===== src/rtl/seq_link_pkg.sv =====
// Shared widths, LFSR constants and helpers for the sequence link checker.
package seq_link_pkg;

  localparam int unsigned DATA_W_DEF = 4;
  localparam int unsigned GAP_W_DEF  = 8;
  localparam int unsigned GAP_EXT_W  = GAP_W_DEF + 1;
  localparam int unsigned LFSR_W     = 16;
  localparam logic [LFSR_W-1:0] LFSR_SEED_DEF = 16'hACE1;

  // Fibonacci LFSR, taps 16,14,13,11; a non-zero seed never reaches zero.
  function automatic logic [LFSR_W-1:0] lfsr_next(input logic [LFSR_W-1:0] l);
    return {l[14:0], l[15] ^ l[13] ^ l[12] ^ l[10]};
  endfunction

  // Idle gap in [from, to]; an empty or inverted range pins the gap to 'from'.
  function automatic logic [GAP_W_DEF-1:0] calc_gap(
    input logic [GAP_W_DEF-1:0] from,
    input logic [GAP_W_DEF-1:0] to,
    input logic [GAP_W_DEF-1:0] rnd
  );
    logic [GAP_EXT_W-1:0] range_p1;
    logic [GAP_EXT_W-1:0] sum;
    if (to <= from) begin
      return from;
    end
    range_p1 = GAP_EXT_W'(to) - GAP_EXT_W'(from) + GAP_EXT_W'(1);
    sum      = GAP_EXT_W'(from) + (GAP_EXT_W'(rnd) % range_p1);
    return GAP_W_DEF'(sum);
  endfunction

endpackage


===== src/rtl/seq_link_sender.sv =====
// Traffic source: incrementing words as one-cycle strobes with random idle gaps.
module seq_link_sender
  import seq_link_pkg::*;
#(
  parameter int unsigned       DATA_W    = DATA_W_DEF,
  parameter int unsigned       GAP_W     = GAP_W_DEF,
  parameter logic [LFSR_W-1:0] LFSR_SEED = LFSR_SEED_DEF
) (
  input  logic              i_clk,
  input  logic              i_rst,
  input  logic [GAP_W-1:0]  i_gap_from,
  input  logic [GAP_W-1:0]  i_gap_to,
  output logic [DATA_W-1:0] o_data,
  output logic              o_en
);

  logic [DATA_W-1:0] r_tx;
  logic [DATA_W-1:0] r_data;
  logic              r_en;
  logic [GAP_W-1:0]  r_gap_cnt;
  logic [LFSR_W-1:0] r_lfsr;
  logic [GAP_W-1:0]  w_gap;

  // Gap for the next idle run, only consumed on issue cycles.
  assign w_gap = calc_gap(i_gap_from, i_gap_to, r_lfsr[GAP_W-1:0]);

  // Issue a word when the gap counter is empty, otherwise count the idle run down.
  always_ff @(posedge i_clk) begin
    if (i_rst) begin
      r_tx      <= '0;
      r_data    <= '0;
      r_en      <= 1'b0;
      r_gap_cnt <= '0;
      r_lfsr    <= LFSR_SEED;
    end else if (r_gap_cnt == '0) begin
      r_en      <= 1'b1;
      r_data    <= r_tx;
      r_tx      <= r_tx + DATA_W'(1);
      r_gap_cnt <= w_gap;
      r_lfsr    <= lfsr_next(r_lfsr);
    end else begin
      r_en      <= 1'b0;
      r_gap_cnt <= r_gap_cnt - GAP_W'(1);
    end
  end

  assign o_data = r_data;
  assign o_en   = r_en;

endmodule


===== config.mk =====
export PLATFORM = sky130hd
export DESIGN_NAME = seq_link_sender
export DESIGN_NICKNAME = d
export VERILOG_FILES = /design/src/rtl/seq_link_pkg.sv /design/src/rtl/seq_link_sender.sv
export SDC_FILE = /design/constraint.sdc
export NUM_CORES = 1
export LEC_CHECK = 0
export BUFFER_PORTS_ARGS = -buffer_cell sky130_fd_sc_hd__buf_2
export CORE_UTILIZATION = 50
export DETAILED_ROUTE_END_ITERATION = 10
export PLACE_DENSITY = 0.67
export SYNTH_ARGS = -nofsm -noshare
export SYNTH_HDL_FRONTEND = slang
export SYNTH_SLANG_ARGS = --single-unit

===== constraint.sdc =====
create_clock -name i_clk -period 21.4 [get_ports i_clk]
set_clock_uncertainty 0.2 [all_clocks]
set_input_delay 1.07 -clock i_clk [delete_from_list [all_inputs] [get_ports i_clk]]
set_output_delay 1.07 -clock i_clk [all_outputs]
set_load 0.005 [all_outputs]

==> results.py <==
metrics = {
    "outcome": {
        "status": "finished, final reports clean",
    },
    "place": {
        "gp_congestion": 0.911,
        "portBuffers": 22,
        "place_hpwl_um": 8890,
        "place_inst": 709,
    },
    "final_layout": {
        "diodes": 0,
        "nets": 704,
        "syn_to_final_growth_pct": 6.26,
        "postLayoutCoreUtil_pct": 55.5,
        "drive_gt1_share_pct": 12.5,
        "stdcell_count": 717,
    },
    "yosys": {
        "synth_top_area_share_pct": 19.6,
        "synth_nets": 690,
        "synth_most_common_cell": "nand2_1",
        "synth.yosys.seq_area_share_pct": 14.4,
        "syn_avg_cell_area_um2": 7.74,
        "synth_common_cells": "nand2_1, ha_1, a21oi_1",
        "synthTopCellsByArea": "ha_1, dfxtp_1, nand2_1",
        "syn_area_um2": 4600,
        "syn_inst": 594,
        "synth_edf_count": 0,
        "synth_top_cell_by_area": "ha_1",
        "synth_cell_type_count": 71,
        "synthArstFlopShare_pct": 0,
        "yosys_warnings": 0,
        "synthFlopType": "dfxtp_1",
        "synth.ff_latch_count": 33,
    },
    "critical_path": {
        "rrSetupSlack_ps": 5960,
        "worstReg2RegEnd": "r_gap_cnt[7]",
        "startpoint": "i_gap_from[1]",
        "crit_fanout": 13,
        "endpoint_kind": "flop",
        "cpMaxStageDelayCell": "nor4_2",
        "path_class": "input pin to flop",
        "crit_required_ps": 21420,
        "crit_path_max_incr_delay_ps": 590,
        "critPathArrivalTime_ps": 17610,
        "worst_setup_path_start_kind": "input pin",
        "crit_path_end": "r_gap_cnt[7]",
        "cp_common_cell": "ha_1",
        "reg2reg_depth": 66,
        "r2r_start": "r_lfsr[7]",
    },
    "clock_tree": {
        "h-tree-depth": 2,
        "ctsResizeCount": 0,
        "clockBufferDepth": 2,
        "ctsHoldBuffers": 0,
        "clock-sinks": 33,
        "cts_made_buffers": 5,
        "clk_latency_ps": 280,
        "cts_root_buf": "clkbuf_8",
        "cts_tree": "yes",
        "clkTransAtPathRegs_ps": 70,
        "cts_setup_buffers": 0,
    },
    "power": {
        "ir_worst_vdd_v": 0.000121,
        "p_leak_nw": 2.18,
        "p_per_area_nw_per_um2": 156,
    },
    "floorplan": {
        "initial_core_util_pct": 52.2,
        "core_area_um2": 8810,
        "dieWidth_um": 97.9,
        "die_area_um2": 9580,
        "io_pins": 23,
        "row_count": 34,
        "die_h_um": 97.9,
    },
    "route": {
        "avgViaCountPerCell": 5.89,
        "drtIter0Drc": 154,
        "wirelength_um": 11000,
        "wl_per_cell_um": 15.3,
        "firstDrtPassIters": 4,
        "drc": 0,
        "ant_nets": 0,
        "routed-via-count": 4226,
    },
    "timing": {
        "setup_viol": 0,
        "tns_ps": 0,
        "grt_setup_unrepaired": "false",
        "hold_viol_final": 0,
        "slew_headroom_pct": 40.6,
        "post-route-period-util_pct": 82.2,
        "clock.fmax_mhz": 56.9,
        "min_period_ps": 17580,
        "slew_violations": 0,
        "tightest_slew_ps": 891,
    },
    "flow_run": {
        "maxCapViolCount": 0,
    },
    "grt": {
        "antenna_found_initial": 0,
        "grt_pass1_wl_um": 18800,
        "grt_use_total_pct": 23.9,
        "grt_overflow_total": 0,
        "grt_max_degree": 36,
        "grt_pass1_vias": 4034,
    },
    "hold_path": {
        "hold_depth": 2,
        "hp-class": "flop to flop",
    },
}
## layout make-up
type	count	area [µm²]
clock buffers	5	68.8
clock inverters	3	17.5
fillers	847	3920
inverters	41	159
multi-input cells	501	3700
flip-flops and latches	33	661
well taps	108	135
repair buffers	26	140
## power by group
| part | internal (W) | switching [W] | leakage (nW) |
|---|---|---|---|
| Combinational | 0.000276 | 0.000340 | 1.87 |
| Clock | 0.0000224 | 0.0000227 | 0.0439 |
| Sequential | 0.0000816 | 0.0000180 | 0.270 |
## critical path: cells and delay by family
| kind | cells | cell delay [ps] |
|---|---|---|
| muxes | 4 | 1520 |
| AOI/OAI and AO/OA | 34 | 6530 |
| buffers and inverters | 6 | 810 |
| adders and majority gates | 11 | 3450 |
| and+or+nand+nor | 20 | 4190 |
## sequential cells by signal (all words and copies together), names as in the netlist
name,flops
r_lfsr,16
r_gap_cnt,8
o_data,4
r_tx,4
o_en,1
## per-layer routing
layer	part of all wire, %	global-route usage, %	wire length (µm)
met3	3.9	3.29	433
met5	0	0	0
met2	48	42.4	5230
met4	1.3	5.48	140
met1	47	30.5	5170
## logic make-up (layout without fill, tap and decap cells)
| family | Yosys count | count (layout) | synth area share (%) |
|---|---|---|---|
| DFF | 33 | 33 | 14.4 |
| buffers and inverters | 60 | 75 | 5.17 |
| other | 1 | 1 | 0.0816 |
| AOI/OAI and AO/OA | 149 | 149 | 22.0 |
| xor gates and xnor gates | 39 | 39 | 7.43 |
| adders and majority gates | 78 | 78 | 22.2 |
| muxes | 22 | 22 | 5.33 |
| and+or+nand+nor | 212 | 212 | 23.5 |
## worst min path at each step
stage	startpoint	to	slack, ps
3_3_place_gp	o_data[0]	o_data[0]	240
5_1_grt	o_data[0]	o_data[0]	270
2_1_floorplan	r_lfsr[9]	r_lfsr[9]	230
4_1_cts	o_data[0]	o_data[0]	250
3_5_place_dp	o_data[0]	o_data[0]	240
6_report	o_data[0]	o_data[0]	250
## metrics by stage
step | instance area (µm²) | total power (W) | worst slack, ps | hold WS (ps)
final | 4890 | 0.000761 | 3820 | 250
after global routing | 4890 | 0.000846 | 2460 | 273
after CTS | 4890 | 0.000761 | 4000 | 253
after detailed placement | 4800 | 0.000710 | 3780 | 242
after global placement | 4800 | 0.000697 | 4240 | 237
after floorplan | 4600 | 0.000590 | 5300 | 232
## cells in the final DEF (no fill, tap or decap), types with 10 or more instances in the layout
| cell | instances |
|---|---|
| a21o_1 | 11 |
| a21oi_1 | 42 |
| buf_2 | 22 |
| dfxtp_1 | 33 |
| ha_1 | 72 |
| inv_1 | 38 |
| mux2_2 | 16 |
| nand2_1 | 74 |
| nand3_1 | 11 |
| nor2_1 | 40 |
| nor2b_1 | 10 |
| nor3_1 | 16 |
| o21a_1 | 12 |
| o21ai_0 | 21 |
| xnor2_1 | 25 |
| xor2_1 | 14 |
Power figures use the tool's default switching activity.
